===== config.mk =====
export PLATFORM = sky130hd
export DESIGN_NAME = pwm_mod_ctrl_flat
export DESIGN_NICKNAME = d
export VERILOG_FILES = /design/src/rtl/pwm_mod_ctrl_if.sv /design/src/rtl/pwm_mod_ctrl.sv /design/src/flat_wrapper.sv
export SDC_FILE = /design/constraint.sdc
export NUM_CORES = 1
export LEC_CHECK = 0
export BUFFER_PORTS_ARGS = -buffer_cell sky130_fd_sc_hd__buf_2
export CAP_MARGIN = 20
export CORE_MARGIN = 2
export CORE_UTILIZATION = 50
export DETAILED_ROUTE_END_ITERATION = 10
export PLACE_DENSITY = 0.72
export RECOVER_POWER = 25
export SYNTH_ARGS = -nofsm -noshare
export SYNTH_HDL_FRONTEND = slang
export SYNTH_SLANG_ARGS = --single-unit

===== constraint.sdc =====
create_clock -name clk -period 4.1 [get_ports clk]
set_input_delay 0.41 -clock clk [delete_from_list [all_inputs] [get_ports clk]]
set_output_delay 0.41 -clock clk [all_outputs]
set_load 0.02 [all_outputs]

===== src/rtl/pwm_mod_ctrl_if.sv =====
// pwm_mod_ctrl_if: duty-target configuration handshake into pwm_mod_ctrl
interface pwm_mod_ctrl_if #(parameter int M = 12);
  logic         cfg_valid;
  logic         cfg_ready;
  logic         cfg_sweep;
  logic [M-1:0] cfg_target;
  logic [M-1:0] cfg_step;
  modport master (output cfg_valid, cfg_target, cfg_step, cfg_sweep, input cfg_ready);
  modport slave (input cfg_valid, cfg_target, cfg_step, cfg_sweep, output cfg_ready);
endinterface


===== src/rtl/pwm_mod_ctrl.sv =====
// pwm_mod_ctrl: glides PWM duty toward a target once per phase wrap; PWM_LFO_EN adds a triangle sweep mode
module pwm_mod_ctrl #(
  parameter int N = 14,
  parameter int M = 12
) (
  input  logic          clk,
  input  logic          rst,
  input  logic [N-1:0]  phase,
  pwm_mod_ctrl_if.slave cfg,
  output logic [M-1:0]  mod,
  output logic          busy
);
`ifdef PWM_LFO_EN
  typedef enum logic [1:0] {IDLE, GLIDE, SWEEP} state_t;
`else
  typedef enum logic [1:0] {IDLE, GLIDE} state_t;
`endif
  state_t       state_q, state_d;
  logic         prev_msb_q;
  logic [M-1:0] mod_q, mod_d, tgt_q, tgt_d, step_q, step_d, diff;
  logic         wrap, accept, done, unused_ok;
`ifdef PWM_LFO_EN
  logic [M-1:0] lo_q, lo_d, hi_q, hi_d;
  logic         dir_q, dir_d, up_end, dn_end;
  assign up_end = hi_q - mod_q <= step_q;
  assign dn_end = mod_q - lo_q <= step_q;
`endif
  assign wrap = prev_msb_q & ~phase[N-1];
  assign cfg.cfg_ready = state_q != GLIDE;
  assign accept = cfg.cfg_valid & cfg.cfg_ready;
  assign diff = tgt_q >= mod_q ? tgt_q - mod_q : mod_q - tgt_q;
  assign done = step_q == '0 || diff <= step_q;
  assign mod = mod_q;
  assign busy = state_q != IDLE;
  assign unused_ok = ^{phase[N-2:0], cfg.cfg_sweep};
  always_comb begin
    state_d = state_q;
    mod_d = mod_q;
    tgt_d = tgt_q;
    step_d = step_q;
`ifdef PWM_LFO_EN
    lo_d = lo_q;
    hi_d = hi_q;
    dir_d = dir_q;
`endif
    if (accept) begin
      tgt_d = cfg.cfg_target;
      step_d = cfg.cfg_step;
      state_d = GLIDE;
`ifdef PWM_LFO_EN
      if (cfg.cfg_sweep) begin
        step_d = cfg.cfg_step == '0 ? M'(1) : cfg.cfg_step;
        state_d = SWEEP;
        lo_d = cfg.cfg_target < mod_q ? cfg.cfg_target : mod_q;
        hi_d = cfg.cfg_target < mod_q ? mod_q : cfg.cfg_target;
        dir_d = cfg.cfg_target >= mod_q;
      end
`endif
    end else if (wrap && state_q == GLIDE) begin
      mod_d = done ? tgt_q : tgt_q > mod_q ? mod_q + step_q : mod_q - step_q;
      state_d = done ? IDLE : GLIDE;
    end
`ifdef PWM_LFO_EN
    else if (wrap && state_q == SWEEP) begin
      mod_d = dir_q ? (up_end ? hi_q : mod_q + step_q) : (dn_end ? lo_q : mod_q - step_q);
      dir_d = dir_q ? !up_end : dn_end;
    end
`endif
  end
  always_ff @(posedge clk) begin
    if (rst) begin
      state_q <= IDLE;
      prev_msb_q <= 1'b0;
      mod_q <= '0;
      tgt_q <= '0;
      step_q <= '0;
    end else begin
      state_q <= state_d;
      prev_msb_q <= phase[N-1];
      mod_q <= mod_d;
      tgt_q <= tgt_d;
      step_q <= step_d;
    end
  end
`ifdef PWM_LFO_EN
  always_ff @(posedge clk) begin
    if (rst) begin
      lo_q <= '0;
      hi_q <= '0;
      dir_q <= 1'b0;
    end else begin
      lo_q <= lo_d;
      hi_q <= hi_d;
      dir_q <= dir_d;
    end
  end
`endif
endmodule

===== src/flat_wrapper.sv =====
// flat-port wrapper written by rule: the top's interface ports become plain ports
module pwm_mod_ctrl_flat 
#(
  parameter int N = 14,
  parameter int M = 12
)
  (clk, rst, phase, mod, busy, cfg_cfg_valid, cfg_cfg_target, cfg_cfg_step, cfg_cfg_sweep, cfg_cfg_ready);
  pwm_mod_ctrl_if #(.M(M)) cfg_i ();
  input  logic clk;
  input  logic rst;
  input  logic [N-1:0] phase;
  output logic [M-1:0] mod;
  output logic busy;
  input wire logic [$bits(cfg_i.cfg_valid)-1:0] cfg_cfg_valid;
  input wire logic [$bits(cfg_i.cfg_target)-1:0] cfg_cfg_target;
  input wire logic [$bits(cfg_i.cfg_step)-1:0] cfg_cfg_step;
  input wire logic [$bits(cfg_i.cfg_sweep)-1:0] cfg_cfg_sweep;
  output wire logic [$bits(cfg_i.cfg_ready)-1:0] cfg_cfg_ready;
  assign cfg_i.cfg_valid = cfg_cfg_valid;
  assign cfg_i.cfg_target = cfg_cfg_target;
  assign cfg_i.cfg_step = cfg_cfg_step;
  assign cfg_i.cfg_sweep = cfg_cfg_sweep;
  assign cfg_cfg_ready = cfg_i.cfg_ready;
  pwm_mod_ctrl #(.N(N), .M(M)) u_core (.clk(clk), .rst(rst), .phase(phase), .cfg(cfg_i), .mod(mod), .busy(busy));
endmodule

; ---- Yosys cells after proc, flatten, opt, wreduce, memory -nomap -nowiden
; Index checks and enable logic that the tools add are counted.
[word_totals]
reg_bits = 38
output_inout_bits = 14
wordCells = 30
[classes]
add_sub_neg = 4
magnitude_cmp = 3
eq_ne = 2
muxes = 6
bitwise = 4
reduce_logical = 6
[ops]
columns = op, count
row1 = 2-to-1 mux 12 bit, 3
row2 = subtractor 12 bit, 3
row3 = adder 12 bit, 1
row4 = >= comparator 12 bit, 1
row5 = > comparator 12 bit, 1
row6 = <= comparator 12 bit, 1
row7 = logical NOT 12 bit, 1
row8 = nonzero test 2 bit, 2
row9 = 2-to-1 mux 1 bit, 3
row10 = bitwise AND 1 bit, 2
row11 = NOT 1 bit, 2
row12 = AND reduction 2 bit, 1
row13 = "== test 1 bit, second input constant", 1
row14 = logical AND 1 bit, 1
row15 = logical OR 1 bit, 1
row16 = "inequality test 1 bit, second input constant", 1

; ---- Logic depth before layout (Yosys ltp)
[depth]
word_depth = 7
mapped_depth = 22

; ---- Worst setup path after synthesis
; No wires, ideal clock.
[synth_path]
kind = reg2reg
from = register u_core.mod_q[1] (netlist: u_core.mod[1])
to = register u_core.mod_q[8] (netlist: u_core.mod[8])
setup_time_ns = 0.117
arrival_time_ns = 4.012
required_time_ns = 3.983
path_slack_ns = -0.028
stages_incl_launch_ff = 18
n_path_buf = 2
period_less_slack_ns = 4.128
path_cell_list = dfxtp_1 > inv_1 > fa_1 > nand3_1 > a211oi_2 > a2111oi_4 > and2b_1 > buf_6 > buf_8 > a22oi_1 > xor2_1 > ha_1 > a21oi_1 > o21ai_1 > a2111oi_2 > a21oi_2 > mux2_2 > a22o_1
[synth_between]
elab_chain_len = 5
[synth_rtl]
columns = item, line
row1 = start: declaration, pwm_mod_ctrl.sv:20  ; logic [M-1:0] mod_q, mod_d, tgt_q, tgt_d, step_q, step_d, diff;
row2 = start signal: assignment, pwm_mod_ctrl.sv:80  ; mod_q <= mod_d;
row3 = subtractor 12 bit or >= comparator 12 bit (tied branches), pwm_mod_ctrl.sv:31  ; assign diff = tgt_q >= mod_q ? tgt_q - mod_q : mod_q - tgt_q;
row4 = 2-to-1 mux 12 bit, pwm_mod_ctrl.sv:31
row5 = <= comparator 12 bit, pwm_mod_ctrl.sv:32  ; assign done = step_q == '0 || diff <= step_q;
row6 = logical OR 1 bit, pwm_mod_ctrl.sv:32
row7 = 2-to-1 mux 12 bit (*), pwm_mod_ctrl.sv:60  ; mod_d = done ? tgt_q : tgt_q > mod_q ? mod_q + step_q : mod_q - step_q;
; Mark *: on every way between the ends. The rest lies on a longest branch, timed or not.
; A chain may end at the register's enable or synchronous reset.

; ---- Worst setup path in the final report
[layout_path]
from = register u_core.mod_q[5] (netlist: u_core.mod[5])
to = register u_core.state_q[0]
[layout_between]
elab_chain_len = 7
[layout_rtl]
columns = item, line
row1 = subtractor 12 bit or >= comparator 12 bit (tied branches), pwm_mod_ctrl.sv:31
row2 = 2-to-1 mux 12 bit (*), pwm_mod_ctrl.sv:31
row3 = <= comparator 12 bit (*), pwm_mod_ctrl.sv:32
row4 = logical OR 1 bit (*), pwm_mod_ctrl.sv:32
row5 = 2-to-1 mux 1 bit (*), pwm_mod_ctrl.sv:61  ; state_d = done ? IDLE : GLIDE;
row6 = 2-to-1 mux 1 bit (*), pwm_mod_ctrl.sv:59  ; end else if (wrap && state_q == GLIDE) begin
row7 = 2-to-1 mux 1 bit (*), pwm_mod_ctrl.sv:46  ; if (accept) begin
row8 = end signal: assignment, pwm_mod_ctrl.sv:78  ; state_q <= state_d;
row9 = end: declaration, pwm_mod_ctrl.sv:18  ; state_t state_q, state_d;
; Mark *: on every way between the ends. The rest lies on a longest branch, timed or not. The select of a mux whose other input is x is not followed.

==> flow_summary.html <==
<table>
<tr><th>Metric</th><th>Value</th></tr>
<tr><th colspan="2">Status</th></tr>
<tr><td>Run status</td><td>finished, final reports clean</td></tr>
<tr><th colspan="2">Timing</th></tr>
<tr><td>Number of hold violations in the final report</td><td>0</td></tr>
<tr><td>Max Clock Freq</td><td>roughly 250 MHz</td></tr>
<tr><td>Final worst path period share</td><td>0.968</td></tr>
<tr><td>Fin worst setup slack</td><td>131 ps</td></tr>
<tr><td>Pin slew with the least headroom to its limit</td><td>740 ps</td></tr>
<tr><td>Final setup violating endpoints</td><td>0</td></tr>
<tr><td>Clk_skew</td><td>between 9 and 10 ps</td></tr>
<tr><td>Worst slew margin relative to its limit</td><td>0.505</td></tr>
<tr><td>Post-layout min period</td><td>3970 ps</td></tr>
<tr><td>Worst Hold Slack</td><td>roughly 340 ps</td></tr>
<tr><td>Final max-slew violation count</td><td>0</td></tr>
<tr><th colspan="2">Clocking</th></tr>
<tr><td>CTS sink count</td><td>38</td></tr>
<tr><td>Clock root buffer</td><td>sky130_fd_sc_hd__clkbuf_8</td></tr>
<tr><td>Number of H-tree branching levels</td><td>2</td></tr>
<tr><td>Num CTS Buffers</td><td>5</td></tr>
<tr><td>TritonCTS clock tree</td><td>done</td></tr>
<tr><td>Clock-pin slew of the registers on the worst-case setup and hold paths</td><td>around 80 ps</td></tr>
<tr><td>Clock latency at the later pin of the worst-skew pair</td><td>about 300 ps</td></tr>
<tr><td>Maximum count of clock buffers along a single path</td><td>2</td></tr>
<tr><th colspan="2">Floorplan</th></tr>
<tr><td>Initial core utilization</td><td>0.522</td></tr>
<tr><td>Height of the die</td><td>about 90 um</td></tr>
<tr><td>Number of rows created at floorplan</td><td>30</td></tr>
<tr><td>Overall die area</td><td>roughly 8000 um2</td></tr>
<tr><td>Area of the core</td><td>6830 um2</td></tr>
<tr><td>Number of placed I/O pins</td><td>between 50 and 60</td></tr>
<tr><td>Chip Width</td><td>88.4 um</td></tr>
<tr><th colspan="2">Yosys</th></tr>
<tr><td>Total standard cell area after synthesis</td><td>between 3000 and 4000 um2</td></tr>
<tr><td>Post-synth EDFFs</td><td>0</td></tr>
<tr><td>Top cells by area, synth</td><td>sky130_fd_sc_hd__dfxtp_1 (21%), sky130_fd_sc_hd__ha_1 (16%), sky130_fd_sc_hd__nand2_1 (7.2%), sky130_fd_sc_hd__a21oi_1 (6.6%), sky130_fd_sc_hd__xnor2_1 (4.9%)</td></tr>
<tr><td>Syn_nets</td><td>around 550</td></tr>
<tr><td>Flop and latch count out of synthesis</td><td>38</td></tr>
<tr><td>Yosys warning total</td><td>0</td></tr>
<tr><td>Ranking of synthesized cells by instance count</td><td>sky130_fd_sc_hd__nand2_1 (68), sky130_fd_sc_hd__a21oi_1 (47), sky130_fd_sc_hd__ha_1 (47)</td></tr>
<tr><td>Share of flip-flops with an asynchronous set or reset after synthesis</td><td>0</td></tr>
<tr><td>Predominant post-synthesis flop cell</td><td>sky130_fd_sc_hd__dfxtp_1</td></tr>
<tr><td>Sequential fraction of the synthesis area</td><td>0.213</td></tr>
<tr><td>Most frequent cell after synthesis</td><td>sky130_fd_sc_hd__nand2_1</td></tr>
<tr><td>Portion of synthesized cell area occupied by the leading cell type</td><td>0.213</td></tr>
<tr><td>Average cell area after synthesis</td><td>approximately 7.7 um2</td></tr>
<tr><td>Unique cell type count in the Yosys netlist</td><td>63</td></tr>
<tr><td>Cell count after synthesis</td><td>461</td></tr>
<tr><td>Cell taking the most area after synthesis</td><td>sky130_fd_sc_hd__dfxtp_1</td></tr>
<tr><th colspan="2">Drt</th></tr>
<tr><td>DRT antenna net count</td><td>0</td></tr>
<tr><td>Length of the first detailed-routing pass in iterations</td><td>5</td></tr>
<tr><td>Initial drt markers</td><td>188</td></tr>
<tr><td>Total wirelength of the detailed-routed design</td><td>9640 um</td></tr>
<tr><td>Vias/cell</td><td>between 5 and 6</td></tr>
<tr><td>Detailed-route via count</td><td>between 3000 and 4000</td></tr>
<tr><td>Mean routed wirelength per cell</td><td>around 15 um</td></tr>
<tr><td>Drc violations</td><td>0</td></tr>
<tr><th colspan="2">Layout</th></tr>
<tr><td>Filler-free cell count of the finished design</td><td>roughly 630</td></tr>
<tr><td>Area growth from synthesis to layout</td><td>24.6%</td></tr>
<tr><td>Register area</td><td>772 um2</td></tr>
<tr><td>Number of nets in the finished design</td><td>630</td></tr>
<tr><td>Fraction of final layout cells with drive strength greater than 1</td><td>0.259</td></tr>
<tr><td>Final antenna diode count</td><td>0</td></tr>
<tr><td>Layout filler cell count</td><td>roughly 590</td></tr>
<tr><td>Total non-filler cell area in the finished layout</td><td>~4400 um2</td></tr>
<tr><td>Area of combinational cells with multiple inputs</td><td>around 2700 um2</td></tr>
<tr><th colspan="2">Global route</th></tr>
<tr><td>Sum of overflow across all layers after global routing</td><td>0</td></tr>
<tr><td>Largest net degree at the start of global routing</td><td>40</td></tr>
<tr><td>Wire length of the first global-routing pass</td><td>approximately 15000 um</td></tr>
<tr><td>Number of antenna violations at the first check in global routing</td><td>0</td></tr>
<tr><td>Total GRT Usage</td><td>0.252</td></tr>
<tr><td>Via count of the first global-routing pass</td><td>3303</td></tr>
<tr><th colspan="2">Worst setup path</th></tr>
<tr><td>Signal arrival time at the worst endpoint</td><td>4110 ps</td></tr>
<tr><td>Top fanout value on the critical path</td><td>5</td></tr>
<tr><td>Worst Setup End Kind</td><td>flip-flop</td></tr>
<tr><td>Reg2Reg Depth</td><td>19</td></tr>
<tr><td>Startpoint types</td><td>flip-flop</td></tr>
<tr><td>Setup Crit Path Kind</td><td>reg2reg</td></tr>
<tr><td>Critical path data required time</td><td>~4200 ps</td></tr>
<tr><th colspan="2">Pwr</th></tr>
<tr><td>Leakage dissipation</td><td>approximately 1.9 nW</td></tr>
<tr><td>Cell Int Power</td><td>~0.0013 W</td></tr>
<tr><td>Switching share of power</td><td>0.434</td></tr>
<tr><td>Proportion of power drawn by flip-flops and latches</td><td>0.186</td></tr>
<tr><td>Part of the total power dissipated in combinational logic</td><td>0.697</td></tr>
<tr><td>Reported net switching power</td><td>roughly 0.00096 W</td></tr>
<tr><td>Total power per unit cell area</td><td>around 500 nW/um2</td></tr>
<tr><td>VDD IR max</td><td>~0.26 mV</td></tr>
<tr><td>Clock Power Share</td><td>0.117</td></tr>
<tr><th colspan="2">Placed design</th></tr>
<tr><td>Total of buffers placed on input and output ports</td><td>41</td></tr>
<tr><td>Worst slack at placement</td><td>-104 ps</td></tr>
<tr><td>Placed instance count</td><td>between 600 and 700</td></tr>
<tr><td>Global placer's final weighted congestion</td><td>between 0.9 and 1</td></tr>
<tr><td>Area after detailed placement</td><td>around 4000 um2</td></tr>
<tr><td>Half-perimeter wire length of the detailed placement result</td><td>about 7500 um</td></tr>
<tr><th colspan="2">Hold path</th></tr>
<tr><td>Hold path depth</td><td>3</td></tr>
<tr><td>Path category of the worst min-delay check</td><td>in2reg</td></tr>
<tr><th colspan="2">Run</th></tr>
<tr><td>Number of max-capacitance violations reported</td><td>0</td></tr>
</table>
layout make-up:
cell class | instances | area share
Timing Repair Buffer | 89 | 0.127
Clock buffer | 6 | 0.0186
Tap cell | 96 | 0.0270
Multi-Input combinational cell | 360 | 0.617
Sequential cell | 38 | 0.174
Inverter | 44 | 0.0372
timing repair:
action	4_1_cts	5_1_grt
hold buffers	0	0
setup endpoints to repair	11	13
pin swaps	5	22
gates cloned	0	1
gates resized for setup	2	48
setup buffers	3	3
worst max-delay path, cell delays in order, from the launching register on:
cell and delay, ps:
sky130_fd_sc_hd__dfxtp_2 380, sky130_fd_sc_hd__inv_1 50, sky130_fd_sc_hd__ha_1 330, sky130_fd_sc_hd__a21oi_2 160
sky130_fd_sc_hd__o21ai_2 110, sky130_fd_sc_hd__a2111oi_4 380, sky130_fd_sc_hd__and2b_2 220, sky130_fd_sc_hd__buf_6 100
sky130_fd_sc_hd__nor2_1 30, sky130_fd_sc_hd__a22oi_1 200, sky130_fd_sc_hd__xor2_1 270, sky130_fd_sc_hd__ha_1 310
sky130_fd_sc_hd__a21oi_2 190, sky130_fd_sc_hd__o21ai_4 100, sky130_fd_sc_hd__a2111oi_4 390, sky130_fd_sc_hd__buf_4 180
sky130_fd_sc_hd__buf_4 90, sky130_fd_sc_hd__buf_4 90, sky130_fd_sc_hd__a21o_1 150, sky130_fd_sc_hd__a211oi_1 90
per-layer routing:
metal  wire (um)  track usage  up-vias
li1            -            -     1765
met1        4340        0.331     1609
met2        4690        0.431      108
met3         486       0.0354       12
met4         123       0.0744        0
met5           0            0        -
power by group through the flow:
stage | sequential [W] | combinational (W) | clock [W]
3_5_place_dp | 0.000420 | 0.00127 | 0
4_1_cts | 0.000412 | 0.00131 | 0.000262
2_1_floorplan | 0.000426 | 0.000948 | 0
5_1_grt | 0.000416 | 0.00167 | 0.000275
6_report | 0.000413 | 0.00154 | 0.000259
3_3_place_gp | 0.000420 | 0.00124 | 0
layout by cell type (no fill, tap or decap), types with 4 or more instances in the layout:
master                     instances
sky130_fd_sc_hd__a211oi_1          7
sky130_fd_sc_hd__a21o_1            9
sky130_fd_sc_hd__a21oi_1          43
sky130_fd_sc_hd__a21oi_2           7
sky130_fd_sc_hd__a31oi_1           4
sky130_fd_sc_hd__buf_2            33
sky130_fd_sc_hd__buf_4            44
sky130_fd_sc_hd__clkbuf_1          9
sky130_fd_sc_hd__clkbuf_8          6
sky130_fd_sc_hd__dfxtp_1          31
sky130_fd_sc_hd__dfxtp_2           6
sky130_fd_sc_hd__ha_1             41
sky130_fd_sc_hd__ha_4              4
sky130_fd_sc_hd__inv_1            42
sky130_fd_sc_hd__mux2i_1           8
sky130_fd_sc_hd__nand2_1          68
sky130_fd_sc_hd__nand4_1           8
sky130_fd_sc_hd__nor2_1           30
sky130_fd_sc_hd__nor2b_1           7
sky130_fd_sc_hd__o21a_1           10
sky130_fd_sc_hd__o21ai_0          17
sky130_fd_sc_hd__o21ai_1           4
sky130_fd_sc_hd__o31a_1            4
sky130_fd_sc_hd__or3_1             5
sky130_fd_sc_hd__xnor2_1          18
sky130_fd_sc_hd__xor2_1            4
worst paths after layout:
| kind | startpoint | to | slack, ps |
|---|---|---|---|
| worst max-delay path | u_core.mod[5]$_SDFFE_PP0P_ | u_core.state_q[0]$_SDFFE_PP0P_ | 130 |
| worst min-delay path | cfg_cfg_target[0] | u_core.tgt_q[0]$_SDFFE_PP0P_ | 340 |
| worst max register to register | u_core.mod[5]$_SDFFE_PP0P_ | u_core.state_q[0]$_SDFFE_PP0P_ | 130 |
| worst min register to register | u_core.step_q[10]$_SDFFE_PP0P_ | u_core.step_q[10]$_SDFFE_PP0P_ | 480 |
per-stage QoR:
stage / setup TNS, ps / power [W] / utilization
after floorplan: 0 / 0.00137 / -
after detailed placement: -796 / 0.00169 / 0.597
after global placement: 0 / 0.00166 / 0.597
after CTS: 0 / 0.00199 / 0.614
final: 0 / 0.00222 / 0.650
after global routing: -159 / 0.00236 / 0.650
flip-flops by register name, indices dropped and copies added (netlist names):
| signal | cells |
|---|---|
| u_core.prev_msb_q | 1 |
| u_core.mod | 12 |
| u_core.state_q | 1 |
| u_core.step_q | 12 |
| u_core.tgt_q | 12 |
kinds of logic after synthesis:
| logic type | synth area share |
|---|---|
| compound gates | 0.251 |
| xor+xnor | 0.0639 |
| fa+ha+maj | 0.182 |
| buf+inv | 0.0772 |
| flops | 0.213 |
| mux | 0.0372 |
| simple gates | 0.176 |
Note: power is estimated with default switching activity, not from simulation.
